==> src/rtl/fetch_controller.sv <==
// fetch_controller: PC sequencer that fetches from instruction memory and hands words to decode
module fetch_controller #(
   parameter int          RD_WAIT   = 2,
   parameter int          MEM_BYTES = 40,
   parameter logic [31:0] RESET_PC  = 32'd0
) (
   input  logic        clk,
   input  logic        reset,
   input  logic        start,
   output logic [31:0] mem_address,
   input  logic [31:0] mem_instr,
   output logic [31:0] instr,
   output logic [31:0] instr_pc,
   output logic        instr_valid,
   input  logic        instr_ready,
   input  logic        redirect,
   input  logic [31:0] redirect_target,
   output logic        busy,
   output logic        done
);
   typedef enum logic [1:0] {S_IDLE, S_FETCH, S_HOLD, S_DONE} state_t;
   localparam logic [32:0] LIMIT = 33'(MEM_BYTES);
   localparam logic [31:0] WAIT0 = 32'(RD_WAIT - 1);
   state_t      state_q, state_d;
   logic [31:0] pc_q, pc_d;
   logic [31:0] mem_address_q, mem_address_d;
   logic [31:0] cnt_q, cnt_d;
   logic [31:0] instr_q, instr_d;
   logic [31:0] instr_pc_q, instr_pc_d;
   logic        instr_valid_q, instr_valid_d;
   logic [31:0] tgt, nxt;
   logic        tgt_oob, nxt_oob, start_oob;
   assign tgt       = redirect_target & ~32'd3;
   assign nxt       = pc_q + 32'd4;
   assign tgt_oob   = {1'b0, tgt} >= LIMIT;
   assign nxt_oob   = ({1'b0, pc_q} + 33'd4) >= LIMIT;
   assign start_oob = {1'b0, RESET_PC} >= LIMIT;
   // Next-state logic: redirect beats handshake and wait countdown while busy
   always_comb begin
      state_d       = state_q;
      pc_d          = pc_q;
      mem_address_d = mem_address_q;
      cnt_d         = cnt_q;
      instr_d       = instr_q;
      instr_pc_d    = instr_pc_q;
      instr_valid_d = instr_valid_q;
      case (state_q)
         S_IDLE, S_DONE: begin
            if (start) begin
               pc_d          = RESET_PC;
               mem_address_d = RESET_PC;
               cnt_d         = WAIT0;
               instr_valid_d = 1'b0;
               state_d       = start_oob ? S_DONE : S_FETCH;
            end
         end
         S_FETCH: begin
            if (redirect) begin
               pc_d          = tgt;
               mem_address_d = tgt;
               cnt_d         = WAIT0;
               instr_valid_d = 1'b0;
               state_d       = tgt_oob ? S_DONE : S_FETCH;
            end else if (cnt_q != 32'd0) begin
               cnt_d = cnt_q - 32'd1;
            end else begin
               instr_d       = mem_instr;
               instr_pc_d    = pc_q;
               instr_valid_d = 1'b1;
               state_d       = S_HOLD;
            end
         end
         S_HOLD: begin
            if (redirect) begin
               pc_d          = tgt;
               mem_address_d = tgt;
               cnt_d         = WAIT0;
               instr_valid_d = 1'b0;
               state_d       = tgt_oob ? S_DONE : S_FETCH;
            end else if (instr_ready) begin
               pc_d          = nxt;
               mem_address_d = nxt;
               cnt_d         = WAIT0;
               instr_valid_d = 1'b0;
               state_d       = nxt_oob ? S_DONE : S_FETCH;
            end
         end
         default: state_d = S_IDLE;
      endcase
   end
   // State and datapath registers, cleared asynchronously
   always_ff @(posedge clk or posedge reset) begin
      if (reset) begin
         state_q       <= S_IDLE;
         pc_q          <= RESET_PC;
         mem_address_q <= RESET_PC;
         cnt_q         <= 32'd0;
         instr_q       <= 32'd0;
         instr_pc_q    <= 32'd0;
         instr_valid_q <= 1'b0;
      end else begin
         state_q       <= state_d;
         pc_q          <= pc_d;
         mem_address_q <= mem_address_d;
         cnt_q         <= cnt_d;
         instr_q       <= instr_d;
         instr_pc_q    <= instr_pc_d;
         instr_valid_q <= instr_valid_d;
      end
   end
   assign mem_address = mem_address_q;
   assign instr       = instr_q;
   assign instr_pc    = instr_pc_q;
   assign instr_valid = instr_valid_q;
   assign busy        = (state_q == S_FETCH) || (state_q == S_HOLD);
   assign done        = state_q == S_DONE;
endmodule

==> config.mk <==
export PLATFORM = sky130hd
export DESIGN_NAME = fetch_controller
export DESIGN_NICKNAME = d
export VERILOG_FILES = /design/src/rtl/fetch_controller.sv
export SDC_FILE = /design/constraint.sdc
export NUM_CORES = 1
export LEC_CHECK = 0
export ABC_AREA = 0
export CORE_MARGIN = 5
export CORE_UTILIZATION = 31
export CTS_CLUSTER_SIZE = 16
export DETAILED_ROUTE_END_ITERATION = 7
export DONT_BUFFER_PORTS = 1
export PLACE_DENSITY = 0.49
export SLEW_MARGIN = 20
export SYNTH_ARGS = -nofsm -noshare
export SYNTH_HDL_FRONTEND = slang
export SYNTH_SLANG_ARGS = --single-unit
==> constraint.sdc <==
create_clock -name clk -period 4.2 [get_ports clk]
set_input_delay 0 -clock clk [delete_from_list [all_inputs] [get_ports clk]]
set_output_delay 0 -clock clk [all_outputs]
set_load 0.01 [all_outputs]
==> results of run 1 <==
==> layout make-up <==
cell class                 count  area, um2
tap                          275      344.1
clock buffer                  18      439.2
multi-input combinational    476       3204
sequential                   127       3178
inverter                      11      46.29
fill                        2071      13000
timing repair buffer          74      720.7
clock inverter                14      156.4
==> through the flow <==
step                      total power [mW]  util, %  instances
final                                6.040    38.36        995
after global routing                 6.496    38.36        995
after CTS                            6.098    38.35        995
after detailed placement             4.517    32.40        897
after global placement               4.417    32.40        897
after floorplan                      3.958        -        661
==> state kept, by name, summed over array words and instances, names as in the netlist <==
| register | flops |
|---|---|
| state_q | 2 |
| cnt_q | 32 |
| mem_address | 30 |
| instr_valid | 1 |
| instr_pc | 30 |
| instr | 32 |
==> power by group through the flow <==
stage               clock (mW)  combinational (mW)  sequential (mW)
floorplan                    0                1.94             2.01
global placement             0                2.21             2.21
detailed placement           0                2.29             2.23
CTS                       1.53                2.36             2.21
global route              1.59                2.64             2.27
finish                    1.49                2.35             2.20
==> routing by layer <==
metal  vias up  routed length [um]  track usage [%]
li1       2463                   -                -
met3        27                1305            4.923
met4         0                 335            4.917
met5         -                   0                0
met1      2699                8757            21.50
met2       162                9094            25.76
==> worst min-delay path, cell delays in order <==
cell and delay (ps):
sky130_fd_sc_hd__o22ai_1 140, sky130_fd_sc_hd__o21ai_0 180, sky130_fd_sc_hd__o21ai_0 80
==> cell usage after synthesis (8+ instances only) <==
| master | number | share of area [%] |
|---|---|---|
| sky130_fd_sc_hd__a21oi_1 | 25 | 1.9 |
| sky130_fd_sc_hd__a22oi_1 | 18 | 2.0 |
| sky130_fd_sc_hd__buf_4 | 8 | 0.90 |
| sky130_fd_sc_hd__clkbuf_1 | 26 | 1.5 |
| sky130_fd_sc_hd__dfrtp_1 | 127 | 48 |
| sky130_fd_sc_hd__inv_1 | 11 | 0.62 |
| sky130_fd_sc_hd__mux2_1 | 20 | 3.4 |
| sky130_fd_sc_hd__mux2_2 | 42 | 7.1 |
| sky130_fd_sc_hd__nand2_1 | 47 | 2.7 |
| sky130_fd_sc_hd__nand3_1 | 14 | 1.1 |
| sky130_fd_sc_hd__nand4_1 | 12 | 1.1 |
| sky130_fd_sc_hd__nor2_1 | 63 | 3.6 |
| sky130_fd_sc_hd__nor3_1 | 20 | 1.5 |
| sky130_fd_sc_hd__nor4_1 | 15 | 1.4 |
| sky130_fd_sc_hd__o21ai_0 | 55 | 4.1 |
| sky130_fd_sc_hd__or3_1 | 11 | 1.0 |
| sky130_fd_sc_hd__xnor2_1 | 33 | 4.3 |
| sky130_fd_sc_hd__xor2_1 | 13 | 1.7 |
==> what timing repair did <==
item                                    4_1_cts  5_1_grt
hold buffers                                 66        0
hold endpoints to repair                    149        0
endpoints found under the setup margin        0        0
==> logic make-up after synthesis <==
kind of cell               synth area share, %
adders and majority gates                1.129
xor gates and xnor gates                 6.061
other                                  0.05641
AOI/OAI and AO/OA                        11.97
and+or+nand+nor                          17.96
buffers and inverters                    4.216
muxes                                    10.80
DFF                                      47.81
==> cell usage in the layout (no fill, tap or decap), drive strengths merged, types with 13 or more instances in the layout <==
master / count
dfrtp: 127
dlygate4sd3: 66
nor2: 63
mux2: 62
o21ai: 57
nand2: 47
xnor2: 33
a21oi: 25
nor3: 23
a22oi: 18
clkbuf: 18
nor4: 18
nand3: 16
inv: 15
xor2: 13
==> worst max-delay path by stage <==
stage	end	slack, ps	from
6_report	state_q[1]	1170	mem_address[2]
5_1_grt	state_q[1]	870	mem_address[2]
3_5_place_dp	state_q[1]	1190	mem_address[2]
2_1_floorplan	cnt_q[0]	820	reset
4_1_cts	state_q[1]	1180	mem_address[2]
3_3_place_gp	state_q[1]	1160	mem_address[2]
==> summary.txt, run 1 <==
Status -> finished, final reports clean
Synth Cell Area -> 6648 um2
Mapped Avg Cell Area -> 10.10 um2
Number of endpoints failing setup at the final stage -> 0
R2R depth -> 8
I/O Pins -> 168
Flop2flop setup slack -> 1170 ps
Shortest clock period the worst path allows after layout -> 3031 ps
Fin. Hold Viols -> 0
Internal power -> 3.458 mW
Cells along the critical path -> ha_1 -> nand3_1 -> or3_1 -> nor3_1 -> a31oi_1 -> a211o_1 -> nor4_1 -> o21ai_1
Net Sw Frac -> 42.75%
Async SR Flop Fraction -> 100.0%
Power per unit of standard cell area -> 746.7 nW/um2
HP Class -> in -> reg
Critical-path top delay cell -> sky130_fd_sc_hd__dfrtp_1
Length of the first detailed-routing pass in iterations -> 5
Number of H-tree levels -> 4
Total Routing Usage GR -> 16.26%
Antenna violation net count after detailed routing -> 0
1st-iter DRT viols -> 393
Endpoint kind of the worst setup timing path -> flip-flop
Data required time at the worst endpoint -> 4490 ps
Die ar. -> 24470 um2
Number of storage elements in the synthesis netlist -> 127
Net switching power figure -> 2.582 mW
Worst Hold Depth -> 3
Number of instances in the synthesized netlist -> 658
TritonCTS clock tree -> done
Startpoint kind of the worst setup timing path -> flip-flop
Clock Tree Buf Depth -> 2
Max Transition Viols Final -> 0
Via total after detailed routing -> 5351
Maximum vdd ir drop -> 0.3667 mV
Post-Route Hold Slack -> 29.37 ps
Sinks on Clock Net -> 127
Part of the power in registers -> 36.4%
Setup Skew -> 9.706 ps
First-pass GRT wire length -> 31690 um
Resized Gates After CTS -> 0
RR Endpoint -> state_q[1]
Final worst setup slack -> 1169 ps
Count of buffers added by post-CTS timing repair for setup -> 0
Delay-heaviest family, CP -> simple AND/OR/NAND/NOR gates
Global placement routability congestion -> 0.8047
Warning count from the yosys run -> 0
Die extent in x -> 156.4 um
Reg2reg start -> mem_address[2]
Number of buffers added on ports -> 0
Area of the core -> 21090 um2
Buffer cell driving the clock tree root -> sky130_fd_sc_hd__clkbuf_16
CTS buffer count -> 17
Height of the chip -> 156.4 um
Count of flip-flops with a built-in enable after synthesis -> 0
Normalized max-slew margin -> 38.81%
Top fanout value on the critical path -> 9
Total half-perimeter wirelength after legalization and detailed placement -> 13020 um
Fraction of the yosys area taken by sequential cells -> 47.81%
Peak clock frequency supported by timing -> 329.9 MHz
Combinational Power Share -> 38.9%
Type of the worst setup path -> reg -> reg
Vias per cell -> 5.378
Total number of placement rows -> 53
Top flip-flop cell by instance count after synthesis -> sky130_fd_sc_hd__dfrtp_1
Standby leakage power -> 3.442 nW
Period utilisation layout -> 72.16%
CP bufs+invs -> 0
Summed area of non-filler cells in the final layout -> 8089 um2
Initial standard-cell utilization of the core -> 31.52%
End point of the worst hold path -> cnt_q[2]
Insertion delay to the later sink of the worst-skew pair -> 410 ps
Total Wirelength -> 19490 um
Fraction of power consumed by the clock network -> 24.7%
Fraction of layout instances using a drive strength above 1 -> 13.33%
Number of global-route vias before repair -> 5570
Routed length per instance -> 19.59 um
Area growth from synthesis to layout -> 21.68%
Final-stage net count -> 782
Maximum number of pins on one net before global-route repair -> 85
Residual overflow from global routing -> 0
Final sum of negative setup slack -> 0 ps
Worst hold start -> start
Number of unique standard cell types used by synthesis -> 61
Unrepaired setup endpoints after global routing -> false
Number of max-cap violations -> 0
Diode count -> 0
Worst slack at placement -> 1191 ps
Antenna violations before repair -> 0
Remaining design rule violation count -> 0
Critical path's largest stage delay -> 560 ps
Transition at the pin with the smallest max-transition slack -> 917.9 ps
Clock-pin slew on the worst setup and hold paths -> 60 ps
Cell depth of the worst setup path -> 8
Data arrival at the endpoint of the critical path -> 3320 ps
Dpl cell area -> 6832 um2
No activity file was read; power rests on OpenSTA's default activity.
==> inputs of run 2 (changes only) <==
Clock period 4.2 ns to 2.9 ns, I/O delays scaled along.
==> run 2 against run 1 <==
  * Total power rose by 49%
  * Clock-buffer cell count decreased by 1
  * Non-clock buffer count grew 22
==> summary.txt, run 2 (same netlist as run 1, synthesis figures left out) <==
Status -> finished, final reports clean
Leading cell type in the layout, fill and taps excluded -> sky130_fd_sc_hd__dfrtp_1
Antenna violations before repair -> 0
Residual overflow from global routing -> 0
Shortest clock period the worst path allows after layout -> 2630 ps
Routed length per instance -> 19.33 um
Total Routing Usage GR -> 16.20%
Met3 wirelength from detailed routing -> 1317 um
Dpl cell area -> 7036 um2
Area growth from synthesis to layout -> 24.52%
CTS buffer count -> 17
Final sum of negative setup slack -> 0 ps
Peak clock frequency supported by timing -> 380.2 MHz
Total half-perimeter wirelength after legalization and detailed placement -> 13250 um
Number of H-tree levels -> 4
Top fanout value on the critical path -> 7
Initial standard-cell utilization of the core -> 31.52%
I/O Pins -> 168
Period utilisation layout -> 90.69%
Reg2reg start -> mem_address[2]
Resized Gates After CTS -> 0
Die ar. -> 24470 um2
Sinks on Clock Net -> 127
Fraction of layout instances using a drive strength above 1 -> 16.04%
Number of buffers added on ports -> 0
Diode count -> 0
Maximum vdd ir drop -> 0.5029 mV
Area of the core -> 21090 um2
Setup Skew -> 10.92 ps
Layout filler cell count -> 2018
Normalized max-slew margin -> 50.35%
Antenna violation net count after detailed routing -> 0
Length of the first detailed-routing pass in iterations -> 5
Metal2 WL -> 9330 um
Top routing layer in use -> met4
Die extent in x -> 156.4 um
Final-stage net count -> 804
Number of global-route vias before repair -> 5612
HP Class -> in -> reg
Summed area of non-filler cells in the final layout -> 8278 um2
Wire length on met1 -> 8713 um
Transition at the pin with the smallest max-transition slack -> 744.8 ps
Vias per cell -> 5.356
Fin. Hold Viols -> 0
Worst hold start -> instr_ready
Type of the worst setup path -> reg -> reg
Startpoint kind of the worst setup timing path -> flip-flop
First-pass GRT wire length -> 31430 um
Insertion delay to the later sink of the worst-skew pair -> 420 ps
Power per unit of standard cell area -> 1090 nW/um2
Via total after detailed routing -> 5447
Total number of placement rows -> 53
Number of max-cap violations -> 0
Data required time at the worst endpoint -> 3200 ps
Endpoint kind of the worst setup timing path -> flip-flop
1st-iter DRT viols -> 538
Clock-pin slew on the worst setup and hold paths -> 60 ps
Total Wirelength -> 19660 um
Data arrival at the endpoint of the critical path -> 2930 ps
Remaining design rule violation count -> 0
Buffer cell driving the clock tree root -> sky130_fd_sc_hd__clkbuf_16
Unrepaired setup endpoints after global routing -> false
Maximum number of pins on one net before global-route repair -> 128
Number of endpoints failing setup at the final stage -> 0
Max Transition Viols Final -> 0
Clock Tree Buf Depth -> 2
Global placement routability congestion -> 0.8523
Height of the chip -> 156.4 um
TritonCTS clock tree -> done
Standby leakage power -> 3.573 nW
Start point of the critical path -> mem_address[2]
Most frequent cells in the layout -> sky130_fd_sc_hd__dfrtp_1 (127), sky130_fd_sc_hd__dlygate4sd3_1 (64), sky130_fd_sc_hd__nor2_1 (62)
run 2: report_power, final:
group | switching [mW] | internal (mW) | leakage, nW
clock network | 0.892 | 1.30 | 0.290
registers | 0.698 | 2.35 | 1.71
logic | 2.25 | 1.55 | 1.58
total | 3.84 | 5.19 | 3.57
run 2: per-stage QoR:
step	cells	setup slack [ps]	total power [mW]	utilization [%]	hold WS (ps)
floorplan	661	370.4	5.733	-	151.6
global placement	921	317.5	6.642	33.36	128.4
detailed placement	921	276.6	6.775	33.36	136.7
CTS	1017	263.7	9.099	39.25	18.91
global route	1017	30.93	9.676	39.25	61.15
finish	1017	270.0	9.023	39.25	35.59
run 2: critical path: stages (launching register included):
cell and delay, ps:
sky130_fd_sc_hd__dfrtp_1 380, sky130_fd_sc_hd__ha_1 300, sky130_fd_sc_hd__and3_1 300, sky130_fd_sc_hd__or3_1 320, sky130_fd_sc_hd__a2111oi_0 530, sky130_fd_sc_hd__nand4_1 200
sky130_fd_sc_hd__nor4_1 370, sky130_fd_sc_hd__o21ai_1 110
run 2: path summary, 6_finish.rpt:
| path | to | slack (ps) | cells after the start |
|---|---|---|---|
| min in group asynchronous | instr_pc[2] | 210 | 3 |
| min | cnt_q[2] | 40 | 3 |
| max | state_q[1] | 270 | 7 |
| max reg2reg | state_q[1] | 270 | 7 |
| max in group asynchronous | mem_address[26] | 2080 | 3 |
| min reg2reg | cnt_q[11] | 530 | 2 |
run 2: final cells by class:
type	count	area [um2]	area share, %
clock buffers	17	425.4	5.139
multi-input cells	476	3203	38.69
inverters	11	45.04	0.5441
clock inverters	15	176.4	2.131
repair buffers	96	905.9	10.94
flip-flops and latches	127	3178	38.39
well taps	275	344.1	4.157
run 2: metal layers:
metal / vias up / global-route usage [%]
met5: - / 0
met4: 0 / 5.041
met3: 24 / 4.259
met2: 184 / 25.88
met1: 2736 / 21.60
li1: 2503 / -
run 2: what timing repair did:
item,in CTS,in global routing
endpoints found under the hold margin,193,0
hold buffers,64,0
buffers inserted,0,0
==> inputs of run 3 (changes only) <==
Settings changed: CTS_BUF_LIST from default to sky130_fd_sc_hd__clkbuf_4 sky130_fd_sc_hd__clkbuf_8.
==> run 3 against run 2 <==
  * Maximum frequency decreased by 0.68%
  * Clock power down 26%
  * Total power down 6.4%
  * Combinational power about the same
  * Via count decreased by 0.64%
  * Flip-flop and latch count unchanged
  * Die area is the same
  * Setup slack got worse by 18 ps
  * Critical path depth stayed put
  * Routed wire length grew 0.52%
  * Highest routed layer unchanged
==> summary.txt, run 3 (same netlist as run 1, synthesis figures left out) <==
Dpl cell area -> 7036 um2
Worst Hold Depth -> 4
Peak clock frequency supported by timing -> 377.6 MHz
Number of endpoints failing setup at the final stage -> 0
End point of the worst hold path -> cnt_q[1]
Power per unit of standard cell area -> 1042 nW/um2
Normalized max-slew margin -> 51.20%
Top fanout value on the critical path -> 7
Height of the chip -> 156.4 um
Setup Skew -> 14.56 ps
Sinks on Clock Net -> 127
Buffer cell driving the clock tree root -> sky130_fd_sc_hd__clkbuf_8
Number of standard cells in the final layout excluding fillers -> 1019
Resized Gates After CTS -> 0
Shortest clock period the worst path allows after layout -> 2648 ps
TritonCTS clock tree -> done
Period utilisation layout -> 91.31%
Type of the worst setup path -> reg -> reg
Number of global-route vias before repair -> 5650
Flop2flop setup slack -> 250 ps
Max Transition Viols Final -> 0
Final worst setup slack -> 252.0 ps
Maximum number of pins on one net before global-route repair -> 128
Die extent in x -> 156.4 um
Total Routing Usage GR -> 16.23%
Length of the first detailed-routing pass in iterations -> 5
Vias per cell -> 5.311
Cells after DPL -> 921
Standby leakage power -> 3.494 nW
Post-Route Hold Slack -> 43.23 ps
Layout filler cell count -> 2043
Unrepaired setup endpoints after global routing -> false
Area of the core -> 21090 um2
Status -> finished, final reports clean
Leading cell type in the layout, fill and taps excluded -> sky130_fd_sc_hd__dfrtp_1
HP Class -> in -> reg
CP bufs+invs -> 0
Summed area of non-filler cells in the final layout -> 8107 um2
Endpoint kind of the worst setup timing path -> flip-flop
Fin. Hold Viols -> 0
Cells along the critical path -> ha_1 -> and3_1 -> or3_1 -> a2111oi_0 -> nand4_1 -> nor4_1 -> o21ai_1
Critical path's largest stage delay -> 530 ps
Total number of placement rows -> 53
Antenna violations before repair -> 0
Critical-path top delay cell -> sky130_fd_sc_hd__a2111oi_0
Data arrival at the endpoint of the critical path -> 2960 ps
Delay-heaviest family, CP -> simple AND/OR/NAND/NOR gates
Reg2reg start -> mem_address[2]
Fraction of layout instances using a drive strength above 1 -> 15.99%
Diode count -> 0
Final sum of negative setup slack -> 0 ps
Worst hold start -> start
Count of buffers added by post-CTS timing repair for setup -> 0
Worst slack at placement -> 276.6 ps
Remaining design rule violation count -> 0
Clock Tree Buf Depth -> 2
Final-stage net count -> 806
Total Wirelength -> 19760 um
First-pass GRT wire length -> 31460 um
R2R depth -> 7
Total half-perimeter wirelength after legalization and detailed placement -> 13250 um
Residual overflow from global routing -> 0
Die ar. -> 24470 um2
1st-iter DRT viols -> 501
Number of H-tree levels -> 4
Number of buffers added on ports -> 0
Number of max-cap violations -> 0
CTS buffer count -> 17
Clock-pin slew on the worst setup and hold paths -> 90 ps
Global placement routability congestion -> 0.8523
Most frequent cells in the layout -> sky130_fd_sc_hd__dfrtp_1 (127), sky130_fd_sc_hd__dlygate4sd3_1 (66), sky130_fd_sc_hd__nor2_1 (62)
Insertion delay to the later sink of the worst-skew pair -> 440 ps
Transition at the pin with the smallest max-transition slack -> 732.1 ps
Startpoint kind of the worst setup timing path -> flip-flop
Area growth from synthesis to layout -> 21.95%
Routed length per instance -> 19.39 um
Antenna violation net count after detailed routing -> 0
I/O Pins -> 168
Data required time at the worst endpoint -> 3220 ps
Via total after detailed routing -> 5412
Initial standard-cell utilization of the core -> 31.52%
RR Endpoint -> state_q[1]
Maximum vdd ir drop -> 0.4521 mV
-- run 3: metrics by stage --
step	power (mW)	util, %
global placement	6.642	33.36
CTS	8.525	38.44
global route	9.103	38.44
detailed placement	6.775	33.36
finish	8.449	38.44
floorplan	5.733	-
-- run 3: worst max path at each step --
stage / startpoint / to / slack [ps] / depth (start not counted)
final: mem_address[2] / state_q[1] / 250 / 7
after global routing: mem_address[3] / state_q[1] / 20 / 8
after CTS: mem_address[2] / state_q[1] / 260 / 7
after detailed placement: mem_address[2] / state_q[1] / 280 / 7
after global placement: mem_address[2] / state_q[1] / 320 / 7
after floorplan: mem_address[2] / state_q[1] / 370 / 9
-- run 3: per-layer routing --
metal	vias up	wire length, um	GRT usage (%)
met5	-	0	0
met3	23	1512	5.144
met4	0	318	5.372
li1	2504	-	-
met2	194	9264	25.57
met1	2691	8665	21.24
-- run 3: repair_timing --
action | in CTS | in global routing
hold buffers | 66 | 0
endpoints found under the setup margin | 0 | 0
hold endpoints to repair | 194 | 0
-- run 3: power by group --
group / switching, mW / internal [mW] / total, mW
Clock: 0.819 / 0.795 / 1.61
Combinational: 2.25 / 1.55 / 3.79
Sequential: 0.699 / 2.34 / 3.04
Total: 3.77 / 4.68 / 8.45
-- run 3: cell type report --
| type | instances | area (um2) | share of cell area, % |
|---|---|---|---|
| Sequential cell | 127 | 3178 | 39.20 |
| Clock inverter | 15 | 176.4 | 2.176 |
| Inverter | 11 | 45.04 | 0.5556 |
| Multi-Input combinational cell | 476 | 3203 | 39.51 |
| Clock buffer | 17 | 234.0 | 2.886 |
| Timing Repair Buffer | 98 | 925.9 | 11.42 |
| Tap cell | 275 | 344.1 | 4.244 |
-- run 3: tightest hold or removal path, cell delays in order --
cell                       delay [ps]
sky130_fd_sc_hd__o22a_1           150
sky130_fd_sc_hd__nand2b_1         120
sky130_fd_sc_hd__nand2_1           90
sky130_fd_sc_hd__o31ai_1           70
